[src/rtl/blt_outer_pkg.sv]
// Shared types for the blitter outer-loop sequencer.
package blt_outer_pkg;

  // One-hot state encoding; each bit doubles as the registered output strobe.
  typedef enum logic [8:0] {
    S_IDLE   = 9'b0_0000_0001,
    S_RDCMD  = 9'b0_0000_0010,
    S_RDPAR  = 9'b0_0000_0100,
    S_LDCNT  = 9'b0_0000_1000,
    S_INNER  = 9'b0_0001_0000,
    S_UPDSRC = 9'b0_0010_0000,
    S_UPDDST = 9'b0_0100_0000,
    S_CHKOUT = 9'b0_1000_0000,
    S_FIN    = 9'b1_0000_0000
  } state_e;

  localparam int unsigned ST_IDLE   = 0;
  localparam int unsigned ST_RDCMD  = 1;
  localparam int unsigned ST_RDPAR  = 2;
  localparam int unsigned ST_LDCNT  = 3;
  localparam int unsigned ST_INNER  = 4;
  localparam int unsigned ST_UPDSRC = 5;
  localparam int unsigned ST_UPDDST = 6;
  localparam int unsigned ST_FIN    = 8;

  typedef struct packed {
    logic parrd;
    logic srcup;
    logic dstup;
    logic link;
  } flags_t;

  // First state of a new outer pass.
  function automatic state_e pass_start(input flags_t f);
    return f.parrd ? S_RDPAR : S_LDCNT;
  endfunction

  // State following the end of the inner loop.
  function automatic state_e post_inner(input flags_t f);
    if (f.srcup)      return S_UPDSRC;
    else if (f.dstup) return S_UPDDST;
    else              return S_CHKOUT;
  endfunction

endpackage

[src/rtl/blt_outer_cnt.sv]
// Outer pass down counter: load, non-wrapping decrement, synchronous clear.
module blt_outer_cnt #(
  parameter int unsigned W = 8
) (
  input  logic         clk_i,
  input  logic         clr_i,
  input  logic         ld_i,
  input  logic [W-1:0] ld_val_i,
  input  logic         dec_i,
  output logic [W-1:0] cnt_o,
  output logic         zero_o
);

  logic [W-1:0] cnt_q;
  logic [W-1:0] cnt_d;

  // Next count: clear beats load beats decrement; zero is never decremented.
  always_comb begin
    cnt_d = cnt_q;
    if (clr_i)
      cnt_d = '0;
    else if (ld_i)
      cnt_d = ld_val_i;
    else if (dec_i && (cnt_q != '0))
      cnt_d = cnt_q - W'(1);
  end

  // Count register.
  always_ff @(posedge clk_i) begin
    cnt_q <= cnt_d;
  end

  assign cnt_o  = cnt_q;
  assign zero_o = (cnt_q == '0);

endmodule

[src/rtl/blt_outer_seq.sv]
// Blitter outer-loop sequencer: command/parameter read, inner-loop launch,
// address update strobes and outer pass counting with chaining, abort and
// single-step.
module blt_outer_seq
  import blt_outer_pkg::*;
#(
  parameter int unsigned OCNT_W  = 8,
  parameter bit          STEP_EN = 1'b1
) (
  input  logic              CCLK,
  input  logic              SRESET,
  input  logic              START,
  input  logic              STOP,
  input  logic              COMDN,
  input  logic              CMD_PARRD,
  input  logic              CMD_SRCUP,
  input  logic              CMD_DSTUP,
  input  logic              CMD_LINK,
  input  logic [OCNT_W-1:0] OCNT_INIT,
  input  logic              PARDN,
  input  logic              IQUIET,
  input  logic              STEPMODE,
  input  logic              STEP,
  output logic              RDCMD,
  output logic              RDPAR,
  output logic              LDICNT,
  output logic              INLP,
  output logic              UPDSRC,
  output logic              UPDDST,
  output logic              OTCLK,
  output logic [OCNT_W-1:0] OCNT,
  output logic              BUSY,
  output logic              DONE
);

  state_e state_q, state_d;
  flags_t flags_q, flags_d;
  flags_t cmd_flags;
  logic   otclk_q, otclk_d;
  logic   cnt_ld, cnt_dec, cnt_clr, cnt_zero;
  logic   step_hold;

  assign cmd_flags = '{parrd: CMD_PARRD, srcup: CMD_SRCUP,
                       dstup: CMD_DSTUP, link: CMD_LINK};
  assign step_hold = STEP_EN && STEPMODE && !STEP;
  assign cnt_clr   = SRESET || STOP;

  blt_outer_cnt #(.W(OCNT_W)) u_cnt (
    .clk_i    (CCLK),
    .clr_i    (cnt_clr),
    .ld_i     (cnt_ld),
    .ld_val_i (OCNT_INIT),
    .dec_i    (cnt_dec),
    .cnt_o    (OCNT),
    .zero_o   (cnt_zero)
  );

  // Next-state, flag latch and counter control; STOP overrides every state.
  always_comb begin
    state_d = state_q;
    flags_d = flags_q;
    cnt_ld  = 1'b0;
    cnt_dec = 1'b0;
    otclk_d = 1'b0;
    if (STOP) begin
      state_d = S_IDLE;
      flags_d = '0;
    end else begin
      unique case (state_q)
        S_IDLE:   if (START) state_d = S_RDCMD;
        S_RDCMD:  if (COMDN) begin
                    flags_d = cmd_flags;
                    cnt_ld  = 1'b1;
                    state_d = (OCNT_INIT == '0) ? S_FIN : pass_start(cmd_flags);
                  end
        S_RDPAR:  if (PARDN) state_d = S_LDCNT;
        S_LDCNT:  state_d = S_INNER;
        S_INNER:  if (IQUIET) begin
                    cnt_dec = 1'b1;
                    otclk_d = 1'b1;
                    state_d = post_inner(flags_q);
                  end
        S_UPDSRC: state_d = flags_q.dstup ? S_UPDDST : S_CHKOUT;
        S_UPDDST: state_d = S_CHKOUT;
        S_CHKOUT: if (cnt_zero)        state_d = S_FIN;
                  else if (!step_hold) state_d = pass_start(flags_q);
        S_FIN:    state_d = flags_q.link ? S_RDCMD : S_IDLE;
        default:  state_d = S_IDLE;
      endcase
    end
  end

  // State, latched flags and pass-complete pulse registers.
  always_ff @(posedge CCLK) begin
    if (SRESET) begin
      state_q <= S_IDLE;
      flags_q <= '0;
      otclk_q <= 1'b0;
    end else begin
      state_q <= state_d;
      flags_q <= flags_d;
      otclk_q <= otclk_d;
    end
  end

  // Strobes are taken straight from the one-hot state register bits.
  assign RDCMD  = state_q[ST_RDCMD];
  assign RDPAR  = state_q[ST_RDPAR];
  assign LDICNT = state_q[ST_LDCNT];
  assign INLP   = state_q[ST_INNER];
  assign UPDSRC = state_q[ST_UPDSRC];
  assign UPDDST = state_q[ST_UPDDST];
  assign DONE   = state_q[ST_FIN];
  assign BUSY   = ~state_q[ST_IDLE];
  assign OTCLK  = otclk_q;

endmodule

[config.mk]
export PLATFORM = sky130hd
export DESIGN_NAME = blt_outer_seq
export DESIGN_NICKNAME = d
export VERILOG_FILES = /design/src/rtl/blt_outer_pkg.sv /design/src/rtl/blt_outer_cnt.sv /design/src/rtl/blt_outer_seq.sv
export SDC_FILE = /design/constraint.sdc
export NUM_CORES = 1
export LEC_CHECK = 0
export CORE_MARGIN = 2
export CORE_UTILIZATION = 28
export DETAILED_ROUTE_END_ITERATION = 12
export SLEW_MARGIN = 25
export SYNTH_ARGS = -nofsm -noshare
export SYNTH_HDL_FRONTEND = slang
export SYNTH_HIERARCHICAL = 1
export SYNTH_SLANG_ARGS = --single-unit
[constraint.sdc]
create_clock -name CCLK -period 7.35 [get_ports CCLK]
set_input_delay 0.735 -clock CCLK [delete_from_list [all_inputs] [get_ports CCLK]]
set_output_delay 0.735 -clock CCLK [all_outputs]
set_load 0.005 [all_outputs]
======== After elaboration in Yosys (flattened, before gate mapping) ========
Index checks and enable logic that the tools add are counted.
cells by class
  add/subtract/negate cells ............... 1
  bitwise logic cells ..................... 1
  muxes and demuxes ....................... 21
  reductions and logical operators ........ 11
  eq/ne operators ......................... 14
operator list
  operator                                              count
  case mux 9 bit (9 select lines)                       1
  two-way mux 9 bit                                     7
  two-way mux 8 bit                                     4
  zero test 8 bit                                       2
  equality test 9 x 1 -> 1 bit (second input constant)  1
  equality test 9 x 2 -> 1 bit (second input constant)  1
  equality test 9 x 3 -> 1 bit (second input constant)  1
  equality test 9 x 4 -> 1 bit (second input constant)  1
  equality test 9 x 5 -> 1 bit (second input constant)  1
  equality test 9 x 6 -> 1 bit (second input constant)  1
  equality test 9 x 7 -> 1 bit (second input constant)  1
  equality test 9 x 8 -> 1 bit (second input constant)  1
  equality test 9 bit (second input constant)           1
  two-way mux 4 bit                                     2
  inequality test 2 bit (second input constant)         4
  nonzero test 8 bit                                    1
  subtractor 8 x 1 -> 8 bit (second input constant)     1
  two-way mux 1 bit                                     6
  AND reduction 5 bit                                   1
  inequality test 3 bit (second input constant)         1
  logical AND 1 bit                                     2
  two-way mux 2 bit                                     1
  AND reduction 2 bit                                   1
  nonzero test 2 bit                                    1
  4 further kinds                                       4
word-level totals
  output and inout bits ................... 17
  register bits ........................... 22
  word-level logic and storage cells ...... 55

======== Logic depth before layout (Yosys ltp) ========
  depth after elaboration ................. 6
  depth in mapped cells ................... 10

======== Hierarchy ========
The synthesis kept the hierarchy.
by module, submodules not included
  module         cells each  area each (um^2)  instances  sequential area each (um^2)
  blt_outer_seq  111         884.6             1          280.3
  blt_outer_cnt  59          515.5             1          160.2

======== Worst setup path before layout ========
Ideal clock, no wire load.
  path kind ............................... register to register
  start point ............................. register state_q[3]
  end point ............................... register u_cnt.cnt_q[7] (netlist: u_cnt/cnt_o[7])
  stages on the path, launching flop included .. 9
  arrival ................................. 2.412 ns
  data required time ...................... 7.216 ns
  setup time .............................. 0.134 ns
  setup slack ............................. 4.804 ns
  path through ............................ dfxtp_1 or4_1 nor2_1 nand3_1 nor3b_2 or3b_2 nor3_1 mux2i_1 a211oi_1
on the way
  longest elaborated chain between the ends .. 5
  elaborated cells between the ends (all ways) .. 9
  those cells by class .................... 2 x eq/ne; 5 x mux; 2 x reduce/logical
RTL lines
  what                          line                  text
  start: declaration            blt_outer_seq.sv:36   state_e state_q, state_d;
  start signal: assignment      blt_outer_seq.sv:100  state_q <= state_d;
  equality test 9 x 5 -> 1 bit  blt_outer_seq.sv:69   unique case (state_q)
  two-way mux 1 bit             blt_outer_seq.sv:69
  two-way mux 1 bit             blt_outer_seq.sv:65   if (STOP) begin
  via cnt_dec                   blt_outer_seq.sv:40   logic cnt_ld, cnt_dec, cnt_clr, cnt_zero;
  logical AND 1 bit             blt_outer_cnt.sv:24   else if (dec_i && (cnt_q != '0))
  nonzero test 2 bit (no line)  --
  end signal: assignment        blt_outer_cnt.sv:30   cnt_q <= cnt_d;
  end: declaration              blt_outer_cnt.sv:14   logic [W-1:0] cnt_q;
The timed path passes the listed nets, and every way through them passes these cells.
A chain may end at the register's enable or synchronous reset.

======== Worst setup path in the final report ========
  start point ............................. register state_q[6]
  end point ............................... register u_cnt.cnt_q[1] (netlist: u_cnt/cnt_o[1])
on the way
  elaborated cells between the ends (all ways) .. 9
  those cells by class .................... 2 x eq/ne; 5 x mux; 2 x reduce/logical
RTL lines
  what                                                            line
  equality test 9 x 2 -> 1 bit *                                  blt_outer_seq.sv:69
  two-way mux 1 bit *                                             blt_outer_seq.sv:69
  two-way mux 1 bit *                                             blt_outer_seq.sv:65
  via cnt_ld                                                      blt_outer_seq.sv:40
  two-way mux 8 bit / nonzero test 2 bit (equally long branches)  --
The timed path passes the listed nets; every way through them passes the cells marked *.

==> flow_summary.yaml <==
sta:
  rsz0062_at_grt: "no"
  setup_viol: 0
  finalClockSkew_ns: 0.00284
  slew_headroom_pct: 53.9
  fin_tns_setup_ns: 0
  hold_violations: 0
  slew_violations: 0
  fmax_ghz: 0.346
  post-route-period-util_pct: 39.3
  worst_pin_slew_ns: 0.686
  fin_crit_ns: 2.89
logic_synthesis:
  netlist_instances: 170
  netlist_area_um2: 1400
  synth_warnings: 6
  synth_top_area_share_pct: 31.5
  syn_area_per_cell_um2: 8.24
  yosysTopAreaCell: "dfxtp_1"
  synth_flop_cell: "dfxtp_1"
  synth-edff-count: 0
  yosysSeqAreaShare_pct: 31.5
  synthArstFlopShare_pct: 0
  synth_seq_cells: 22
  synth_cell_type_count: 51
  synth_nets: 193
  synth_area_leaders: "dfxtp_1 (31%), nor2_1 (5.1%), nor3b_1 (4.3%), a21oi_1 (3.6%), a22oi_1 (2.7%)"
clock_network:
  clkSinkCount: 22
  clk_path_buf_depth: 2
  htree_levels: 1
  clk_pin_slew_ns: 0.08
  ctsRootBufferMaster: "clkbuf_8"
  cts_hold_buf: 0
  cts_buffers: 3
  cts_tree: "built"
  clock_latency_ns: 0.26
  post_cts_buffers: 0
  cts.repair.resized: 0
worst_setup_path:
  critPathMaxStageDelay_ns: 0.55
  setup.worst_path.class: "reg2reg"
  cp.required_ns: 7.48
  crit_path_max_fanout: 11
  crit_chain: "nor3_2 -> and4_2 -> nand2_1 -> nor2_1 -> clkinv_1 -> nand4b_1 -> o211ai_1"
  critPathLaunchType: "flip-flop"
  worst_setup_path_end_kind: "flip-flop"
  path_buf_inv: 1
  crit_arrival_ns: 3.03
  critical-path-slowest-cell: "nor3_2"
  cpLargestDelayFamily: "simple AND/OR/NAND/NOR gates"
global_route:
  grtUsageTotal_pct: 13.9
  antenna_found_initial: 0
  grt_pass1_vias: 1272
  gr-total-overflow: 0
  grt_pass1_wl_um: 5990
  grt_max_degree: 22
power:
  power_leakage_nw: 0.613
  power.density_nw_per_um2: 126
  ir_drop_uv: 54.2
die:
  io_pins: 38
  rows: 25
  die_w_um: 74.7
  die-area_um2: 5580
  die_h_um: 74.7
  start_util_pct: 29.3
  core_area_um2: 4790
placed_design:
  globalplace.congestion: 0.805
  dp.cells: 269
  hpwl_um: 2870
  port_buffers: 37
routing:
  vias_per_cell: 5.09
  drt_wl_total_um: 3650
  detail-route-antenna-nets: 0
  drcViolationCount: 0
  via_count: 1389
  drt_iter0_drc: 37
  firstDrtPassIters: 4
  wl_per_cell_um: 13.4
cells_and_area:
  area_growth_syn_to_layout_pct: 34.5
  diodes: 0
  layout.cells.non_filler: 273
  drive_gt1_share_pct: 10.2
  final_common_cell: "clkdlybuf4s50_1"
  final_cell_mix: "clkdlybuf4s50_1 (37), dfxtp_1 (22), nor2_1 (19), a21oi_1 (10)"
  final_nets: 230
status:
  status: "finished clean"
run:
  drv_cap: 0
worst_hold_path:
  min_path_type: "reg2reg"
cell type report:
cell class	instances	area [um^2]
timing repair buffer	37	370
sequential	22	440
fill	486	2900
multi-input combinational	133	896
clock buffer	4	55.1
inverter	10	37.5
tap	67	83.8
kinds of logic (layout without fill, tap and decap cells):
kind of cell               after synthesis  after routing  synth area share, %
and+or+nand+nor                         85             85                 37.2
AOI/OAI and AO/OA                       41             41                 21.8
DFF                                     22             22                 31.5
buffers and inverters                   15             51                 4.56
xor gates and xnor gates                 4              4                 2.50
adders and majority gates                2              2                 1.79
muxes                                    1              1                0.715
through the flow:
step | setup slack [ns] | power [mW] | area (um^2) | util, % | hold WS [ns]
3_5_place_dp | 4.41 | 0.154 | 1830 | 38.2 | 0.465
2_1_floorplan | 4.80 | 0.137 | 1400 | - | 0.430
5_1_grt | 4.22 | 0.248 | 1880 | 39.3 | 0.489
4_1_cts | 4.43 | 0.241 | 1880 | 39.3 | 0.477
6_report | 4.46 | 0.237 | 1880 | 39.3 | 0.472
3_3_place_gp | 4.40 | 0.155 | 1830 | 38.2 | 0.465
sequential cells by signal (all words and copies together) (netlist names):
signal / flops
OTCLK: 1
flags_q: 4
state_q: 9
u_cnt/cnt_o: 8
per-layer routing:
layer  part of all wire [%]  global-route usage [%]
met1                     48                    17.6
met2                     45                    23.2
met3                    6.6                    3.61
met4                    1.1                    4.56
met5                      0                       0
synthesized netlist by cell type (all sizes together), types with 2 or more instances:
library cell	n
xnor2	3
nand3	6
buf	2
nand2b	3
o32ai	2
o2111ai	2
inv	9
a21boi	2
clkbuf	3
o211ai	2
dfxtp	22
o21ai	5
nand4	6
nor4	3
nor2b	6
a211oi	2
nor3	7
a311oi	2
or4	8
a22oi	5
nand2	9
or3	2
ha	2
o21a	3
nor2	20
a21oi	10
nor3b	9
path summary, 6_finish.rpt:
check             start        endpoint  slack, ns  cells past startpoint
max          state_q[6]  u_cnt/cnt_o[1]       4.46                      7
min          flags_q[2]      state_q[5]       0.47                      2
max reg2reg  state_q[6]  u_cnt/cnt_o[1]       4.46                      7
min reg2reg  flags_q[2]      state_q[5]       0.47                      2
worst reg2reg max path, delay by kind of cell, from the launching register on:
family                 cells  cell delay, ns
AOI/OAI and AO/OA          1            0.10
DFF                        1            0.38
and+or+nand+nor            5            1.88
buffers and inverters      1            0.42
where the power goes:
group          internal [mW]  leakage, nW  switching [mW]
logic                 0.0171        0.407          0.0126
clock network         0.0477       0.0288          0.0374
registers              0.120        0.177         0.00191
Note: power is estimated with default switching activity, not from simulation.
